==> src/rtl/alu_pkg.sv <==
// alu_pkg: shared opcode/state types and op classification for seq_alu
package alu_pkg;
  typedef enum logic [2:0] {
    OP_ADD = 3'b000,
    OP_AND = 3'b001,
    OP_XOR = 3'b010,
    OP_OR  = 3'b011,
    OP_SUB = 3'b100,
    OP_MUL = 3'b101,
    OP_DIV = 3'b110,
    OP_MOD = 3'b111
  } op_t;
  typedef enum logic [1:0] {IDLE, ITER, DONE} state_t;
  function automatic logic is_iter_op(op_t o);
    return o == OP_MUL || o == OP_DIV || o == OP_MOD;
  endfunction
endpackage

==> src/rtl/iter_muldiv.sv <==
// iter_muldiv: one-bit-per-step shift-add multiplier and restoring divider
module iter_muldiv #(
  parameter int WIDTH = 12
) (
  input  logic             clk,
  input  logic             rst_n,
  input  logic             i_load,
  input  logic             i_step,
  input  logic             i_div,
  input  logic [WIDTH-1:0] i_a,
  input  logic [WIDTH-1:0] i_b,
  output logic [WIDTH-1:0] o_hi,
  output logic [WIDTH-1:0] o_lo
);
  logic             r_div;
  logic [WIDTH-1:0] r_hi, r_lo, r_b;
  logic [WIDTH:0]   w_sum, w_t, w_diff;
  // o_hi/o_lo are the post-step values so the caller can capture the final step on the same edge
  always_comb begin
    w_sum  = {1'b0, r_hi} + (r_lo[0] ? {1'b0, r_b} : '0);
    w_t    = {r_hi, r_lo[WIDTH-1]};
    w_diff = w_t - {1'b0, r_b};
    o_hi   = r_div ? (w_diff[WIDTH] ? w_t[WIDTH-1:0] : w_diff[WIDTH-1:0]) : w_sum[WIDTH:1];
    o_lo   = r_div ? {r_lo[WIDTH-2:0], ~w_diff[WIDTH]} : {w_sum[0], r_lo[WIDTH-1:1]};
  end
  always_ff @(posedge clk) begin
    if (!rst_n) begin
      r_div <= 1'b0;
      r_hi  <= '0;
      r_lo  <= '0;
      r_b   <= '0;
    end else if (i_load) begin
      r_div <= i_div;
      r_hi  <= '0;
      r_lo  <= i_a;
      r_b   <= i_b;
    end else if (i_step) begin
      r_hi <= o_hi;
      r_lo <= o_lo;
    end
  end
endmodule

==> src/rtl/seq_alu.sv <==
// seq_alu: handshaked ALU with single-cycle logic/add/sub and iterative mul/div/mod
module seq_alu
  import alu_pkg::*;
#(
  parameter int WIDTH = 12
) (
  input  logic             clk,
  input  logic             rst_n,
  input  logic             in_valid,
  output logic             in_ready,
  input  logic [WIDTH-1:0] a,
  input  logic [WIDTH-1:0] b,
  input  logic [2:0]       op,
  output logic             out_valid,
  input  logic             out_ready,
  output logic [WIDTH-1:0] y,
  output logic             zero,
  output logic             carry,
  output logic             ovf,
  output logic             div0,
  output logic             busy
);
  localparam int CNT_W = $clog2(WIDTH + 1);
  state_t           r_state;
  op_t              r_op;
  logic [CNT_W-1:0] r_cnt;
  logic [WIDTH-1:0] r_y;
  logic             r_out_valid, r_zero, r_carry, r_ovf, r_div0;
  op_t              w_op;
  logic             w_accept, w_sub, w_arith, w_dz, w_go_iter, w_last, w_enter;
  logic             w_carry, w_ovf, w_div0;
  logic [WIDTH:0]   w_sum;
  logic [WIDTH-1:0] w_hi, w_lo, w_y;
  iter_muldiv #(.WIDTH(WIDTH)) u_md (
    .clk    (clk),
    .rst_n  (rst_n),
    .i_load (w_accept && w_go_iter),
    .i_step (r_state == ITER),
    .i_div  (op[1]),
    .i_a    (a),
    .i_b    (b),
    .o_hi   (w_hi),
    .o_lo   (w_lo)
  );
  // Result/flags come from the live inputs on a single-cycle accept, or from the final muldiv step
  always_comb begin
    w_op      = op_t'(op);
    w_accept  = in_valid && r_state == IDLE;
    w_sub     = w_op == OP_SUB;
    w_arith   = w_sub || w_op == OP_ADD;
    w_dz      = (w_op == OP_DIV || w_op == OP_MOD) && b == '0;
    w_go_iter = is_iter_op(w_op) && !w_dz;
    w_last    = r_state == ITER && r_cnt == CNT_W'(1);
    w_enter   = w_last || (w_accept && !w_go_iter);
    w_sum     = {1'b0, a} + {1'b0, w_sub ? ~b : b} + {{WIDTH{1'b0}}, w_sub};
    w_y       = r_state == ITER ? (r_op == OP_MOD ? w_hi : w_lo)
              : w_dz ? (w_op == OP_MOD ? a : '1)
              : w_op == OP_AND ? a & b
              : w_op == OP_XOR ? a ^ b
              : w_op == OP_OR  ? a | b
              : w_sum[WIDTH-1:0];
    w_carry   = r_state != ITER && w_arith && w_sum[WIDTH];
    w_ovf     = r_state == ITER ? r_op == OP_MUL && |w_hi
              : w_arith && ((a[WIDTH-1] ^ b[WIDTH-1]) == w_sub) && (w_sum[WIDTH-1] != a[WIDTH-1]);
    w_div0    = r_state != ITER && w_dz;
  end
  always_ff @(posedge clk) begin
    if (!rst_n) begin
      r_state     <= IDLE;
      r_op        <= OP_ADD;
      r_cnt       <= '0;
      r_out_valid <= 1'b0;
      r_y         <= '0;
      r_zero      <= 1'b0;
      r_carry     <= 1'b0;
      r_ovf       <= 1'b0;
      r_div0      <= 1'b0;
    end else begin
      if (w_enter) begin
        r_out_valid <= 1'b1;
        r_y         <= w_y;
        r_zero      <= w_y == '0;
        r_carry     <= w_carry;
        r_ovf       <= w_ovf;
        r_div0      <= w_div0;
      end else if (r_state == DONE && out_ready) begin
        r_out_valid <= 1'b0;
        r_y         <= '0;
        r_zero      <= 1'b0;
        r_carry     <= 1'b0;
        r_ovf       <= 1'b0;
        r_div0      <= 1'b0;
      end
      case (r_state)
        IDLE: if (w_accept) begin
          r_op    <= w_op;
          r_cnt   <= CNT_W'(WIDTH);
          r_state <= w_go_iter ? ITER : DONE;
        end
        ITER: begin
          r_cnt <= r_cnt - CNT_W'(1);
          if (w_last) r_state <= DONE;
        end
        DONE: if (out_ready) r_state <= IDLE;
        default: r_state <= IDLE;
      endcase
    end
  end
  assign in_ready  = r_state == IDLE;
  assign busy      = r_state == ITER;
  assign out_valid = r_out_valid;
  assign y         = r_y;
  assign zero      = r_zero;
  assign carry     = r_carry;
  assign ovf       = r_ovf;
  assign div0      = r_div0;
endmodule

==> config.mk <==
export PLATFORM = sky130hd
export DESIGN_NAME = seq_alu
export DESIGN_NICKNAME = d
export VERILOG_FILES = /design/src/rtl/alu_pkg.sv /design/src/rtl/iter_muldiv.sv /design/src/rtl/seq_alu.sv
export SDC_FILE = /design/constraint.sdc
export NUM_CORES = 1
export LEC_CHECK = 0
export CAP_MARGIN = 30
export CORE_ASPECT_RATIO = 0.75
export CORE_MARGIN = 8
export CORE_UTILIZATION = 30
export CTS_CLUSTER_SIZE = 16
export DETAILED_ROUTE_END_ITERATION = 8
export PLACE_DENSITY = 0.48
export SLEW_MARGIN = 20
export SYNTH_ARGS = -nofsm -noshare
export SYNTH_HDL_FRONTEND = slang
export SYNTH_HIERARCHICAL = 1
export SYNTH_SLANG_ARGS = --single-unit
==> constraint.sdc <==
create_clock -name clk -period 3.89 [get_ports clk]
set_input_delay 0.778 -clock clk [delete_from_list [all_inputs] [get_ports clk]]
set_output_delay 0.778 -clock clk [all_outputs]
set_load 0.05 [all_outputs]
* Word level (Yosys, flattened, before mapping)
Index checks and enable logic that the tools add are counted.
Storage, ports and cells: output and inout bits 19, register bits after elaboration 63, logic and storage cells 105, input bits 31
Operators by class: add/subtract/negate cells 5, equal/unequal tests 18, bitwise gates (word level) 7, muxes and demuxes 30, reductions and logical operators 32
Operators with widths (number):
- 12-bit 2-to-1 mux | 16
- 12-bit logical NOT | 2
- 3-bit == test (second input constant) | 6
- 12-bit by 12-bit adder with 13-bit output | 1
- 12-bit by 13-bit adder with 13-bit output | 1
- 13-bit by 1-bit adder with 13-bit output | 1
- 1-bit logical AND | 13
- 13-bit by 12-bit subtractor with 13-bit output | 1
- 12-bit bitwise AND | 1
- 12-bit inverter | 1
- 12-bit bitwise OR | 1
- 12-bit OR reduction | 1
- 12-bit bitwise XOR | 1
- 2-bit 2-to-1 mux | 4
- 4-bit one-hot mux with 2 select lines | 1
- 1-bit 2-to-1 mux | 7
- 3-bit by 2-bit == test with 1-bit output (second input constant) | 2
- 2-bit by 1-bit inequality test with 1-bit output (second input constant) | 3
- 2-bit one-hot mux with 3 select lines | 1
- 2-bit nonzero test | 3
- 1-bit logical OR | 5
- 4-bit by 1-bit == test with 1-bit output (second input constant) | 1
- 4-bit 2-to-1 mux | 1
- 2-bit AND reduction | 2
- 14 further kinds | 16

* Longest topological paths before layout
word-level depth 11, depth in mapped cells 19, depth with buffers taken out 18

* Cells and area by module
The synthesis kept the hierarchy.
By module, submodules not included:
- seq_alu | instances 1, seq. area each 520.5 sq um, area each 3380.7 sq um, cells an instance 432
- iter_muldiv | instances 1, seq. area each 740.7 sq um, area each 3099.2 sq um, cells an instance 380

* Worst setup path after synthesis
Ideal clock, no wire load.
kind input -> register, start input port op[2], end register r_zero (netlist: zero), data required time 3829 ps, buffers on the path 3, cell stages on the path 14, setup slack -76 ps, data arrival time 3905 ps, library setup time 61 ps, cell sequence buf_2 -> buf_1 -> and2_1 -> buf_1 -> xnor2_1 -> ha_1 -> and3_1 -> or3_4 -> a2111oi_4 -> nor3_1 -> nor4_1 -> and4_1 -> nand4_1 -> nand2_1
Between the ends: word-level cells in the longest chain between the ends 11, elaborated cells on any way between the ends 28, classes of those cells 2 x add/sub; 7 x eq/ne; 8 x mux; 11 x reduce/logical
Ends and longest elaborated chain:
- from (decl) | RTL line seq_alu.sv:13 | input logic [2:0] op,
- 3-bit == test | RTL line seq_alu.sv:49 | w_sub = w_op == OP_SUB;
- 12-bit 2-to-1 mux | RTL line seq_alu.sv:55 | w_sum = {1'b0, a} + {1'b0, w_sub ? ~b : b} + {{WIDTH{1'b0}}, w_sub};
- 12-bit by 12-bit adder with 13-bit output | RTL line seq_alu.sv:55
- 13-bit by 1-bit adder with 13-bit output | RTL line seq_alu.sv:55
- 12-bit 2-to-1 mux | RTL line seq_alu.sv:60 | : w_op == OP_OR ? a | b
- 12-bit 2-to-1 mux | RTL line seq_alu.sv:59 | : w_op == OP_XOR ? a ^ b
- 12-bit 2-to-1 mux | RTL line seq_alu.sv:58 | : w_op == OP_AND ? a & b
- 12-bit 2-to-1 mux | RTL line seq_alu.sv:57 | : w_dz ? (w_op == OP_MOD ? a : '1)
- 12-bit 2-to-1 mux | RTL line seq_alu.sv:56 | w_y = r_state == ITER ? (r_op == OP_MOD ? w_hi : w_lo)
- 12-bit logical NOT | RTL line seq_alu.sv:82 | r_zero <= w_y == '0;
- 1-bit 2-to-1 mux | RTL line seq_alu.sv:79 | if (w_enter) begin
- to (signal assigned) | RTL line seq_alu.sv:74 | r_zero <= 1'b0;
- to (signal assigned) | RTL line seq_alu.sv:82
- to (signal assigned) | RTL line seq_alu.sv:89 | r_zero <= 1'b0;
- to (decl) | RTL line seq_alu.sv:28 | logic r_out_valid, r_zero, r_carry, r_ovf, r_div0;
Parallel ways exist; a longest one is shown, timed or not. A chain may end at the register's enable or synchronous reset.

* Worst setup path in the final report
start register u_md.r_lo[11], end register r_zero (netlist: zero)
Between the ends: word-level cells in the longest chain between the ends 7, elaborated cells on any way between the ends 9, classes of those cells 1 x add/sub; 6 x mux; 1 x bitwise; 1 x reduce/logical
Ends and longest elaborated chain:
- from (decl) | RTL line iter_muldiv.sv:16 | logic [WIDTH-1:0] r_hi, r_lo, r_b;
- from (signal assigned) | RTL line iter_muldiv.sv:35 | r_lo <= i_a;
- from (signal assigned) | RTL line iter_muldiv.sv:39 | r_lo <= o_lo;
- 13-bit by 12-bit subtractor with 13-bit output | RTL line iter_muldiv.sv:22 | w_diff = w_t - {1'b0, r_b};
- 12-bit 2-to-1 mux (2 in a row) | RTL line iter_muldiv.sv:23 | o_hi = r_div ? (w_diff[WIDTH] ? w_t[WIDTH-1:0] : w_diff[WIDTH-1:0]) : w_sum[WIDTH:1];
- named net w_hi[6] | RTL line seq_alu.sv:33 | logic [WIDTH-1:0] w_hi, w_lo, w_y;
- 12-bit 2-to-1 mux (2 in a row) | RTL line seq_alu.sv:56
- 12-bit logical NOT | RTL line seq_alu.sv:82
- 1-bit 2-to-1 mux | RTL line seq_alu.sv:79
The timed path passes the listed nets, and every way through them passes these cells.

==> impl_results.md <==
- Netlist Area Pre-Place: ~6500 um^2
- Largest net degree at the start of global routing: 54
- Final Cycle Share: a little over nine tenths
- Post-Synth Simple-Gate Area: 24.8%
- Area growth, synth to finish: 26.4%
- Die Ht: 143 um
- DRC viols: 0
- Iter 0 DRT Violations: just over 500
- Most frequent cells in the layout: buf_4, nor2_1, dfxtp_1
- Worst setup EP type: flop
- Post-Synthesis Cells: between 800 and 900
- Vias in the first global route: around 6000
- Critical path arrival: about 4 ns
- MaxCap Viol Count: 0
- Multi-input gate area: 4880 um^2
- Rows: 46
- Clock power frac: between 20% and 30%
- Total Routing Usage GR: around 17%
- TritonRoute pass-1 iters: 5
- HP Start: out_valid$_SDFFE_PN0P_
- Crit path required time: 4.17 ns
- Synth Area in Adders: roughly 13%
- Power Dens Cells: 332 nW/um^2
- Core box area: ~21000 um^2
- H-Tree Depth: 3
- GRT overflow: 0
- Post-Route Utilization: between 30% and 40%
- Flop pwr share: a little over a quarter
- Crit-path max FO: 2
- Pre-CTS setup slack: -0.157 ns
- Post-synth EDFFs: 0
- Post-synthesis xor/xnor area fraction: ~5.1%
- Skew final: between 0.007 and 0.008 ns
- Final Net Count: between 1000 and 1500
- TritonCTS Buffers: 9
- Routed len/inst: between 15 and 20 um
- Commonest non-fill, non-tap cell in the layout: buf_4
- TNS Setup: 0 ns
- Placed cells: around 1200
- # diodes: 0
- Final setup margin: between 0.1 and 0.15 ns
- Yosys warns: 6
- Sequential Area: 1260 um^2
- Final ANT Viol Nets: 0
- Final-report hold violation count: 0
- Port Buffers: slightly below 50
- Mapped Nets: 907
- Synth Area in Compound Gates: 22.1%
- Hold Path Class: flop to flop
- Fill count: 2253
- CTS Hold Buffers Added: 0
- Clock tree root buffer cell: clkbuf_16
- Top FF cell, synth: dfxtp_1
- Sequential fraction of the synthesis area: between 10% and 20%
- Element type at the critical path start: flop
- Reg2reg start: u_md/r_lo[11]$_SDFFE_PN0P_
- Largest family of logic cells by synthesized area: simple AND/OR/NAND/NOR gates
- Max VDD drop: 0.192 mV
- Psw: 0.000973 W
- Routed via count: a little over 6000
- Comb power frac: 43.2%
- Internal power: around 0.0017 W
- Die X: roughly 190 um
- Mean post-synth cell area: 7.98 um^2
- Worst hold slack: 0.464 ns
- Starting Density: 30.6%
- Slew Viols, Final: 0
- Non-filler cells, final: about 1200
- Switching Share: a little over a third
- Asr flop ratio synth: 0%
- LEAKAGE: ~3.5 nW
- First-pass GRT wire length: approximately 35 mm
- Outcome: finished, final reports clean
- I/O pin cnt: 50
- Worst setup startpoint: u_md/r_lo[11]$_SDFFE_PN0P_
- Share of cells above drive strength 1: between 10% and 20%
- Maximum clock path buffer count: 2
- Critical path class: flop to flop
- Die footprint: between 20000 and 30000 um^2
- Slew of the pin with the lowest slew margin: ~0.83 ns
- CTS sink count: between 60 and 70
- Rel. slew slack: between 40% and 50%
- DP HPWL: 17.5 mm
- Overall routed net length: roughly 22 mm
- CTS tree: built
- Initial antenna violation count: 0
- Gp weighted congestion: around 0.85
- Final setup fails: 0
- Multiplexer share of the synthesized area: 9.73%
- Distinct cells, synth: just over 90
- Clock slew at reported path FFs: around 0.060 ns
- Synthesis-stage register bit count: 63
- Min Clock Period, post-route: approximately 3.8 ns
- Fmax: around 0.27 GHz
- Vias/cell: 5.10
- Later-pin clock latency in the skew report: approximately 0.34 ns
-- power groups by stage --
stage,sequential [W],clock [W],combinational (W)
global placement,0.000745,0,0.00111
global route,0.000737,0.000864,0.00128
finish,0.000731,0.000810,0.00117
floorplan,0.000779,0,0.000683
CTS,0.000730,0.000831,0.00112
detailed placement,0.000744,0,0.00111
-- flip-flops by register name (all words and copies together) (netlist names), 2 cells and up --
register and count:
r_cnt 4, r_op 3, r_state 2, u_md/r_b 12, u_md/r_hi 12, u_md/r_lo 12
y 12
-- Yosys cell counts, drive strengths merged (5+ instances only) --
| library cell | instances | share of area [%] |
|---|---|---|
| nor2 | 68 | 4.0 |
| dfxtp | 63 | 19 |
| ha | 61 | 12 |
| inv | 58 | 3.4 |
| nand2 | 53 | 3.1 |
| a21oi | 39 | 3.1 |
| mux2i | 39 | 6.0 |
| o21ai | 38 | 3.0 |
| nor2b | 29 | 2.9 |
| xnor2 | 29 | 3.9 |
| and2 | 28 | 2.7 |
| mux2 | 21 | 3.7 |
| clkbuf | 20 | 1.2 |
| nand3 | 20 | 1.6 |
| buf | 18 | 1.5 |
| nand2b | 18 | 1.7 |
| a21boi | 17 | 2.0 |
| or3 | 15 | 1.5 |
| o21a | 14 | 1.6 |
| nor3 | 13 | 1.1 |
| nor4 | 12 | 1.4 |
| a21o | 10 | 1.2 |
| a31oi | 9 | 0.97 |
| xor2 | 9 | 1.2 |
| and3 | 8 | 0.85 |
| o22ai | 8 | 1.1 |
| o211ai | 7 | 0.81 |
| nand4 | 6 | 0.58 |
| a22oi | 5 | 0.58 |
| o221ai | 5 | 0.77 |
-- worst paths after layout --
check             slack, ns  cells after the start                endpoint
setup reg to reg       0.12                     18       zero$_SDFFE_PN0P_
setup / recovery       0.12                     18       zero$_SDFFE_PN0P_
hold reg to reg        0.46                      2  out_valid$_SDFFE_PN0P_
hold / removal         0.46                      2  out_valid$_SDFFE_PN0P_
-- routing by layer --
layer | track usage [%] | part of all wire [%] | vias up
met5 | 0 | 0 | -
met4 | 2.71 | 0.64 | 0
met3 | 3.12 | 4.3 | 12
met2 | 23.3 | 40 | 118
met1 | 26.3 | 56 | 2929
li1 | - | - | 3137
-- critical path, stage by stage, from the launching register on --
cell and delay, ns:
dfxtp_1 0.30, inv_1 0.04, ha_1 0.23, fa_2 0.43
nor2b_4 0.13, o2111ai_2 0.15, nand3_2 0.15, a31oi_2 0.11
o22ai_4 0.23, mux2_2 0.37, a21oi_2 0.17, inv_1 0.09
mux2_2 0.27, nand2_1 0.14, o211ai_1 0.17, nor4_2 0.30
and4_1 0.24, nand4_1 0.09, nand2_1 0.08
-- cell families after synthesis --
logic type               after synthesis
buffers and inverters                 96
AND/OR/NAND/NOR                      292
multiplexers                          60
adder cells (fa/ha/maj)               64
XOR/XNOR                              38
flip-flops                            63
AO/OA/AOI/OAI                        199
-- timing repair --
action | CTS | global route
endpoints found under the hold margin | 0 | 0
resized for setup | 2 | 10
setup buffers | 0 | 9
pin swaps | 0 | 7
endpoints found under the setup margin | 1 | 4
-- final cells by class --
| type | count | area share, % |
|---|---|---|
| multi-input combinational | 653 | 59.6 |
| timing repair buffer | 138 | 14.4 |
| sequential | 63 | 15.4 |
| clock buffer | 10 | 2.80 |
| clock inverter | 6 | 0.749 |
| inverter | 58 | 2.66 |
| tap | 288 | 4.40 |
-- stage by stage --
step | power (W) | instance area, um^2
floorplan | 0.00146 | 6480
global placement | 0.00186 | 7790
detailed placement | 0.00186 | 7790
CTS | 0.00268 | 8090
global route | 0.00288 | 8190
finish | 0.00271 | 8190
Power figures use the tool's default switching activity.
